$ cat config.mk
export PLATFORM = sky130hd
export DESIGN_NAME = fetch_unit
export DESIGN_NICKNAME = d
export VERILOG_FILES = /design/src/rtl/utils_pkg.sv /design/src/rtl/fifo_nox.sv /design/src/rtl/fetch_unit.sv
export SDC_FILE = /design/constraint.sdc
export NUM_CORES = 1
export LEC_CHECK = 0
export BUFFER_PORTS_ARGS = -buffer_cell sky130_fd_sc_hd__buf_4
export CORE_MARGIN = 4
export CORE_UTILIZATION = 53
export CTS_BUF_LIST = sky130_fd_sc_hd__clkbuf_16
export CTS_CLUSTER_SIZE = 10
export DETAILED_ROUTE_END_ITERATION = 16
export PLACE_DENSITY = 0.78
export SLEW_MARGIN = 20
export SYNTH_ARGS = -nofsm -noshare
export SYNTH_HDL_FRONTEND = slang
export SYNTH_SLANG_ARGS = --single-unit
$ cat constraint.sdc
create_clock -name clk -period 4.46 [get_ports clk]
set_clock_uncertainty 0.15 [all_clocks]
set_input_delay 0.446 -clock clk [delete_from_list [all_inputs] [get_ports clk]]
set_output_delay 0.446 -clock clk [all_outputs]
set_load 0.05 [all_outputs]
$ cat src/rtl/utils_pkg.sv
// Shared types for the instruction fetch path.
//   pc_t / instr_raw_t  : 32-bit program counter and raw instruction word
//   valid_t / ready_t   : handshake qualifiers toward decode
//   s_ibus_req_t        : instruction bus request {req, addr}
//   s_ibus_rsp_t        : instruction bus response {gnt, rvalid, rdata, err}
//   INSTR_NOP           : canonical NOP that decode substitutes for faulting fetches
package utils_pkg;

  typedef logic [31:0] pc_t;
  typedef logic [31:0] instr_raw_t;
  typedef logic        valid_t;
  typedef logic        ready_t;

  typedef struct packed {
    logic req;
    pc_t  addr;
  } s_ibus_req_t;

  typedef struct packed {
    logic       gnt;
    logic       rvalid;
    instr_raw_t rdata;
    logic       err;
  } s_ibus_rsp_t;

  localparam instr_raw_t INSTR_NOP = 32'h0000_0013;
  localparam pc_t        PC_STEP   = 32'd4;

endpackage

$ cat src/rtl/fifo_nox.sv
// Generic synchronous FIFO with a synchronous flush.
//   clk, rst     : clock, asynchronous active-low reset (pointers/count only)
//   flush_i      : empties the FIFO at the next edge; wins over push/pop
//   push_i/data_i: write one entry (a push on a full FIFO is accepted only with a pop)
//   pop_i        : remove the head entry
//   data_o       : head entry (meaningless while empty_o)
//   empty_o      : no entries stored
//   count_o      : number of stored entries
module fifo_nox #(
  parameter int WIDTH = 33,
  parameter int DEPTH = 2
) (
  input  logic                     clk,
  input  logic                     rst,
  input  logic                     flush_i,
  input  logic                     push_i,
  input  logic [WIDTH-1:0]         data_i,
  input  logic                     pop_i,
  output logic [WIDTH-1:0]         data_o,
  output logic                     empty_o,
  output logic [$clog2(DEPTH):0]   count_o
);

  localparam int AW = $clog2(DEPTH);
  localparam int CW = AW + 1;

  logic [WIDTH-1:0] mem_q [DEPTH];
  logic [AW-1:0]    wr_ptr_q, rd_ptr_q;
  logic [CW-1:0]    count_q;
  logic             full;
  logic             do_push, do_pop;

  assign full    = (count_q == CW'(DEPTH));
  assign empty_o = (count_q == '0);
  assign do_pop  = pop_i && !empty_o;
  // A simultaneous pop frees the slot being written, so full+push+pop is legal.
  assign do_push = push_i && (!full || do_pop);

  always_ff @(posedge clk or negedge rst) begin
    if (!rst) begin
      wr_ptr_q <= '0;
      rd_ptr_q <= '0;
      count_q  <= '0;
    end else if (flush_i) begin
      wr_ptr_q <= '0;
      rd_ptr_q <= '0;
      count_q  <= '0;
    end else begin
      // DEPTH is a power of two, so the pointers wrap naturally.
      if (do_push) wr_ptr_q <= wr_ptr_q + AW'(1);
      if (do_pop)  rd_ptr_q <= rd_ptr_q + AW'(1);
      count_q <= count_q + CW'(do_push) - CW'(do_pop);
    end
  end

  always_ff @(posedge clk) begin
    if (do_push && !flush_i) mem_q[wr_ptr_q] <= data_i;
  end

  assign data_o  = mem_q[rd_ptr_q];
  assign count_o = count_q;

endmodule

$ cat src/rtl/fetch_unit.sv
// Instruction fetch stage feeding decode.
//   clk, rst            : core clock, asynchronous active-low reset
//   pc_reset_i          : boot address, loaded in the first cycle after reset release
//   jump_i, pc_jump_i   : one-cycle redirect request and its target
//   ibus_req_o/addr_o   : read request, held stable until granted
//   ibus_gnt_i          : request accepted this cycle
//   ibus_rvalid_i/rdata_i/err_i : in-order read response
//   fetch_valid_o/ready_i : handshake to decode
//   fetch_instr_o       : head instruction (zero for a faulting fetch)
//   fetch_err_o         : head entry is an instruction access fault
module fetch_unit
  import utils_pkg::*;
#(
  parameter int FIFO_DEPTH = 2
) (
  input  logic       clk,
  input  logic       rst,
  input  pc_t        pc_reset_i,
  input  logic       jump_i,
  input  pc_t        pc_jump_i,
  output logic       ibus_req_o,
  output pc_t        ibus_addr_o,
  input  logic       ibus_gnt_i,
  input  logic       ibus_rvalid_i,
  input  instr_raw_t ibus_rdata_i,
  input  logic       ibus_err_i,
  output valid_t     fetch_valid_o,
  input  ready_t     fetch_ready_i,
  output instr_raw_t fetch_instr_o,
  output logic       fetch_err_o
);

  localparam int CW = $clog2(FIFO_DEPTH) + 1;
  localparam int SW = CW + 1;

  s_ibus_req_t   req;
  s_ibus_rsp_t   rsp;

  logic          run_q;
  pc_t           pc_q, pc_d;
  pc_t           hold_addr_q;
  logic          pend_q, pend_d;
  logic          stale_q, stale_d;
  logic [CW-1:0] outst_q, outst_d;
  logic [CW-1:0] disc_q, disc_d;

  logic [CW-1:0] q_count;
  logic          q_empty;
  logic [32:0]   q_head;

  logic          credit_ok, grant, resp, drop, push, pop, stale_grant;

  assign rsp = {ibus_gnt_i, ibus_rvalid_i, ibus_rdata_i, ibus_err_i};

  // Every in-flight read owns a queue slot, so a response can always be stored.
  assign credit_ok = ({1'b0, outst_q} + {1'b0, q_count}) < SW'(FIFO_DEPTH);

  // run_q keeps the bus quiet during the cycle pc_q is loaded from pc_reset_i.
  assign req.req  = run_q && (pend_q || credit_ok);
  // An ungranted request keeps its address even across a redirect.
  assign req.addr = pend_q ? hold_addr_q : pc_q;

  assign ibus_req_o  = req.req;
  assign ibus_addr_o = req.addr;

  assign grant       = req.req && rsp.gnt;
  // With nothing outstanding, a response is left over from before reset.
  assign resp        = rsp.rvalid && (outst_q != '0);
  assign drop        = resp && (disc_q != '0);
  assign push        = resp && !drop && !jump_i;
  assign pop         = fetch_valid_o && fetch_ready_i;
  // Granting a request issued before a redirect fetches a word nobody wants.
  assign stale_grant = grant && pend_q && stale_q;

  always_comb begin
    outst_d = outst_q;
    if (grant && !resp)      outst_d = outst_q + CW'(1);
    else if (!grant && resp) outst_d = outst_q - CW'(1);

    disc_d = disc_q;
    if (drop)        disc_d = disc_d - CW'(1);
    if (stale_grant) disc_d = disc_d + CW'(1);
    // Everything still in flight after this cycle belongs to the old stream.
    if (jump_i)      disc_d = outst_d;

    pc_d = pc_q;
    if (jump_i)                     pc_d = pc_jump_i;
    else if (!run_q)                pc_d = pc_reset_i;
    else if (grant && !stale_grant) pc_d = pc_q + PC_STEP;

    pend_d  = req.req && !rsp.gnt;
    stale_d = pend_d && (stale_q || jump_i);
  end

  always_ff @(posedge clk or negedge rst) begin
    if (!rst) begin
      run_q       <= 1'b0;
      pc_q        <= '0;
      hold_addr_q <= '0;
      pend_q      <= 1'b0;
      stale_q     <= 1'b0;
      outst_q     <= '0;
      disc_q      <= '0;
    end else begin
      run_q       <= 1'b1;
      pc_q        <= pc_d;
      hold_addr_q <= req.addr;
      pend_q      <= pend_d;
      stale_q     <= stale_d;
      outst_q     <= outst_d;
      disc_q      <= disc_d;
    end
  end

  fifo_nox #(
    .WIDTH (33),
    .DEPTH (FIFO_DEPTH)
  ) u_queue (
    .clk     (clk),
    .rst     (rst),
    .flush_i (jump_i),
    .push_i  (push),
    .data_i  ({rsp.err, rsp.rdata}),
    .pop_i   (pop),
    .data_o  (q_head),
    .empty_o (q_empty),
    .count_o (q_count)
  );

  assign fetch_valid_o = !q_empty;
  assign fetch_err_o   = !q_empty && q_head[32];
  assign fetch_instr_o = (q_empty || q_head[32]) ? '0 : q_head[31:0];

endmodule

==> impl_metrics.ini, run 1 <==
[clocking]
post_cts_buffers = 0
ctsResizeCount = 0
cts_hold_buf = 0
root_buffer = clkbuf_16
cts_tree = built
clk_latency_ns = 0.41
clock_path_buffers = 2
numClockSinks = 141
path_clk_slew_ns = 0.06
cts_max_level = 4
cts_buffers = 17

[placement]
hpwl_um = 11000
portBuffers = 169
place_inst = 861
place_congestion = 0.847

[floorplan]
initial_core_util_pct = 54.6
core-area_um2 = 12100
die_h_um = 120
fp-row-count = 40
die_x_um = 120
die_area_um2 = 14300
ios = 170

[sta]
drv_slew = 0
rsz0062_at_grt = false
fin_crit_ns = 2.90
finalCritPeriodShare_pct = 64.9
final.setup.tns_ns = 0
hold_violations = 0
slew_headroom_pct = 35.7
worstMarginPinSlew_ns = 0.965
hold-worst-slack_ns = 0.00165
fmax_ghz = 0.345
setup_violations = 0

[route]
routedWlPerCell_um = 17.8
wl_um = 15900
via_per_inst = 5.54
drt_iter0_markers = 425
first_pass_iters = 5
postRouteAntennaNets = 0
drc = 0
vias = 4950

[power]
p_int_mw = 3.30
power_density_nw_per_um2 = 622
peakVddDrop_mv = 0.497
pwr-share-seq_pct = 32.8
combPwrFrac_pct = 39.3
p_switching_mw = 2.06
power_leakage_nw = 3.56
swShare_pct = 38.5
clkPwrFrac_pct = 28.0

[worst_setup_path]
cp-startpoint = outst_q[0]
crit_path_end = u_queue.mem_q[0][15]
crit_chain = inv_1 -> ha_1 -> nand2b_1 -> a2111oi_1 -> nor2b_4
crit_arrival_ns = 2.78
r2r-end = u_queue.mem_q[0][15]
end_kind = flop
critPathLaunchType = flop
r2r-start = outst_q[0]
critPathMaxStageDelay_ns = 0.91
reg2reg_depth = 5
path_max_fanout = 34
r2r_slack_ns = 1.56
cp_data_required_time_ns = 4.35
crit_type = flop to flop
crit_path_top_delay_cell = nor2b_4

[yosys]
synth-main-ff-cell = dfrtp_1
ys_warn_count = 0
ys_async_sr_fraction_pct = 53.2
syn-num-nets = 661
ys_seq_area_share_pct = 58.4
synth_top_area_share_pct = 30.0
synth-edff-count = 66
synthTopCellsByCount = dfrtp_1, edfxtp_1, nor2_1
yosys.area.top_type = edfxtp_1
ys_seq_elements = 141
yosysMostFrequentCell = dfrtp_1
syn_area_um2 = 6610
avgSynthCellArea_um2 = 12.0
synthCells = 552
synthTopCellsByArea = edfxtp_1, dfrtp_1, mux2i_1, mux2_2, nor2_1
synth_cell_types = 62

[global_routing]
grt_max_degree = 76
grt_pass1_wl_um = 25400
overflow = 0
antenna_found_initial = 0
grt.total_usage_pct = 22.4
first_global_vias = 5052

[layout]
antenna_cells = 0
num-fill-cells = 884
fin_nets = 821
syn_to_final_growth_pct = 30.5
final-seq-area_um2 = 3860
multi_input_area_um2 = 2560
finalNonFillerCells = 893
layout-drive-gt1-share_pct = 33.8

[job]
cap_violations = 0

[run_status]
outcome = finished clean

[min_path]
hold_class = input pin to async pin
## cells by family (layout without fill, tap and decap cells)
kind of cell	Yosys count	count (layout)	synth area share [%]
buffers and inverters	49	222	3.03
XOR/XNOR	27	27	3.58
flip-flops	141	141	58.4
AO/OA/AOI/OAI	96	96	9.51
other	1	1	0.0568
AND/OR/NAND/NOR	162	162	13.0
adder cells (fa/ha/maj)	6	6	1.25
multiplexers	70	70	11.2
## layout by cell type (no fill, tap or decap), types with 3 or more instances in the layout
| cell | netlist | routed |
|---|---|---|
| nand2_1 | 33 | 32 |
| buf_4 | 1 | 173 |
| and2_1 | 6 | 6 |
| dfrtp_1 | 75 | 73 |
| bufinv_16 | 0 | 5 |
| inv_1 | 17 | 19 |
| and4_1 | 3 | 3 |
| ha_1 | 5 | 5 |
| a21oi_1 | 14 | 14 |
| nor3_1 | 3 | 3 |
| o21ai_0 | 21 | 21 |
| mux2_2 | 30 | 30 |
| nand3_1 | 10 | 10 |
| o22ai_1 | 5 | 5 |
| nor2_1 | 52 | 52 |
| clkinv_2 | 0 | 3 |
| a22oi_1 | 9 | 9 |
| a211oi_1 | 5 | 5 |
| nor2b_1 | 14 | 13 |
| o21ai_1 | 3 | 3 |
| o221ai_1 | 5 | 5 |
| nand4_1 | 14 | 14 |
| edfxtp_1 | 66 | 66 |
| o211ai_1 | 4 | 4 |
| nand2b_1 | 5 | 5 |
| xnor2_1 | 18 | 18 |
| clkbuf_16 | 0 | 17 |
| a31oi_1 | 13 | 13 |
| and3_1 | 6 | 6 |
| mux2i_1 | 40 | 40 |
| xor2_1 | 9 | 9 |
| or3_1 | 3 | 3 |
## sequential cells by signal, summed over array words and instances, names as in the netlist, 2 cells and up
register	flops
pc_q	32
u_queue.mem_q	66
hold_addr_q	32
disc_q	2
u_queue.count_o	2
outst_q	2
## stage by stage
| stage | setup WS [ns] | area (µm²) | power [mW] | util (%) |
|---|---|---|---|---|
| after floorplan | 1.05 | 6610 | 3.27 | - |
| after global placement | 1.54 | 7990 | 3.83 | 66.0 |
| after detailed placement | 1.49 | 7990 | 3.89 | 66.0 |
| after CTS | 1.48 | 8620 | 5.39 | 71.2 |
| after global routing | 1.33 | 8620 | 5.63 | 71.2 |
| final | 1.56 | 8620 | 5.36 | 71.2 |
## critical path: cells and delay by family, from the launching register on
kind,cells,cell delay (ns)
and+or+nand+nor,2,1.10
DFF,1,0.38
buffers and inverters,1,0.06
adders and majority gates,1,0.20
AOI/OAI and AO/OA,1,0.61
## area by class of cell
type                    count  share of cell area [%]
multi-input cells         362                    29.7
clock buffers              17                    4.93
well taps                 168                    2.44
clock inverters            15                    2.37
repair buffers            173                    15.1
flip-flops and latches    141                    44.8
inverters                  17                   0.740
## worst min-delay path by stage
stage,startpoint,end,depth (start not counted)
finish,rst,hold_addr_q[19],1
detailed placement,hold_addr_q[19],hold_addr_q[19],1
floorplan,rst,disc_q[0],0
global route,ibus_rdata_i[15],u_queue.mem_q[0][15],1
global placement,hold_addr_q[9],hold_addr_q[9],1
CTS,rst,hold_addr_q[26],1
## metal layers
layer / up-vias / GRT usage [%] / wire, µm
met4: 0 / 9.52 / 274
met2: 211 / 35.2 / 7590
li1: 2338 / - / -
met5: - / 0 / 0
met1: 2375 / 29.8 / 6860
met3: 26 / 5.70 / 1130
## power by group through the flow
stage	logic [mW]	clock network, mW	registers [mW]
floorplan	1.56	0	1.71
global placement	2.07	0	1.76
detailed placement	2.11	0	1.78
CTS	2.11	1.51	1.76
global route	2.26	1.58	1.79
finish	2.11	1.50	1.76
No activity file was read; power rests on OpenSTA's default activity.
==> run 2: changes to the inputs <==
- CORE_UTILIZATION: 53 -> 48
- PLACE_DENSITY: 0.78 -> 0.74
- clock period: 4.46 -> 2.36 ns (I/O delays scaled with it)
==> run 2 against run 1 <==
Net effect:
- worst hold slack improved by 0.028 ns
- total power is 90% higher
- sequential share of layout area down 4.4 points
- largest cell class unchanged
- largest power group unchanged
==> impl_metrics.ini, run 2 (synthesized netlist as in run 1, its figures left out) <==
[run_status]
outcome = finished clean

[layout]
syn_to_final_growth_pct = 44.8
final-seq-area_um2 = 3860
fin_util_pct = 71.7
largest_reg_flops = 66
fin_nets = 918
multi_input_area_um2 = 2590
layout-drive-gt1-share_pct = 33.6
final_cell_mix = buf_4, dlygate4sd3_1, dfrtp_1
top_regs = u_queue.mem_q (66), hold_addr_q (32), pc_q (32)
regMostFlops = u_queue.mem_q
num-fill-cells = 942
antenna_cells = 0
final_common_cell = buf_4

[clocking]
root_buffer = clkbuf_16
path_clk_slew_ns = 0.06
clk_latency_ns = 0.42
cts_tree = built
clock_path_buffers = 2
numClockSinks = 141
post_cts_buffers = 0
cts_max_level = 4
cts_buffers = 17

[floorplan]
fp-row-count = 42
die_area_um2 = 15700
die_h_um = 125
ios = 170
initial_core_util_pct = 49.5
core-area_um2 = 13300
die_x_um = 125

[placement]
portBuffers = 169
hpwl_um = 11800
place_ws_ns = 0.128
place_congestion = 0.878

[route]
wl_um = 17700
via_per_inst = 5.44
postRouteAntennaNets = 0
vias = 5430
first_pass_iters = 5
drc = 0
drt_iter0_markers = 435
routedWlPerCell_um = 17.8

[power]
peakVddDrop_mv = 1.10
power_leakage_nw = 3.98
power_density_nw_per_um2 = 1070

[job]
cap_violations = 0

[global_routing]
first_global_vias = 5807
use_met3_pct = 5.25
grt_most_used_layer = met2
grt_max_degree = 44
grt.total_usage_pct = 22.9
antenna_found_initial = 0
grtUsageMet2_pct = 40.1
grt_pass1_wl_um = 28900
use_met1_pct = 27.7
overflow = 0

[worst_setup_path]
path_buf_inv = 3
critPathLaunchType = flop
path_max_fanout = 3
cp_data_required_time_ns = 1.97
crit_path_top_delay_cell = fa_1
end_kind = output pin
crit_arrival_ns = 1.90
critPathMaxStageDelay_ns = 0.49
cp_common_cell = inv_2
crit_type = flop to output pin
crit_chain = inv_2 -> fa_1 -> and2_4 -> o21ai_4 -> inv_2 -> buf_6
cp_top_family = adder cells

[sta]
finalCritPeriodShare_pct = 97.0
rsz0062_at_grt = true
setup_violations = 0
setup_slack_ns = 0.0703
final.setup.tns_ns = 0
hold_violations = 0
fin_crit_ns = 2.29
fmax_ghz = 0.437
slew_headroom_pct = 61.2
drv_slew = 0
worstMarginPinSlew_ns = 0.581

[min_path]
hold_class = input pin to flop
[run 2: cell count changes in the layout (fill, tap and decap cells not counted), moves of 5 or more]
cell	before	now
dlygate4sd3_1	0	76
buf_4	173	188
inv_6	0	5
buf_12	0	5
inv_1	19	14
bufinv_16	5	0
[run 2: stage by stage]
step | hold slack, ns | area (µm²) | power [mW] | std cells
global placement | 0.109 | 8230 | 7.46 | 890
floorplan | -0.210 | 6620 | 6.19 | 552
CTS | 0.0121 | 9540 | 10.1 | 998
finish | 0.0295 | 9570 | 10.2 | 998
global route | 0.0475 | 9570 | 10.7 | 998
detailed placement | 0.119 | 8230 | 7.54 | 890
[run 2: area by class of cell]
cell class	instances	area share (%)
flip-flops and latches	141	40.3
clock inverters	15	1.32
clock buffers	17	4.45
multi-input cells	362	27.1
well taps	176	2.30
inverters	17	0.667
repair buffers	270	23.9
[run 2: worst paths after layout]
kind | start | to | slack (ns) | cells after the start
max | outst_q[1] | ibus_req_o | 0.07 | 6
min | pc_jump_i[25] | pc_q[25] | 0.03 | 3
max reg2reg | outst_q[1] | disc_q[1] | 0.08 | 7
min reg2reg | hold_addr_q[3] | hold_addr_q[3] | 0.35 | 1
max in group asynchronous | rst | pc_q[0] | 1.21 | 3
min in group asynchronous | rst | hold_addr_q[3] | 0.21 | 2
[run 2: worst min-delay path, cell delays in order]
cell	delay, ns
buf_4	0.11
o22ai_1	0.14
a211oi_1	0.07
[run 2: layer usage]
| metal | wire length, µm | up-vias |
|---|---|---|
| met5 | 0 | - |
| met4 | 275 | 0 |
| met3 | 1270 | 28 |
| met2 | 9010 | 255 |
| met1 | 7170 | 2623 |
| li1 | - | 2524 |
[run 2: repair_timing]
item,CTS,global route
gates resized for setup,2,9
gates cloned,0,0
hold endpoints to repair,138,0
endpoints found under the setup margin,1,9
hold buffers,76,0
pin swaps,0,3
[run 2: power breakdown]
part,switching [mW],leakage (nW),internal (mW)
sequential,0.266,1.49,3.02
combinational,2.77,2.21,1.66
clock,1.10,0.272,1.38
total,4.13,3.98,6.06
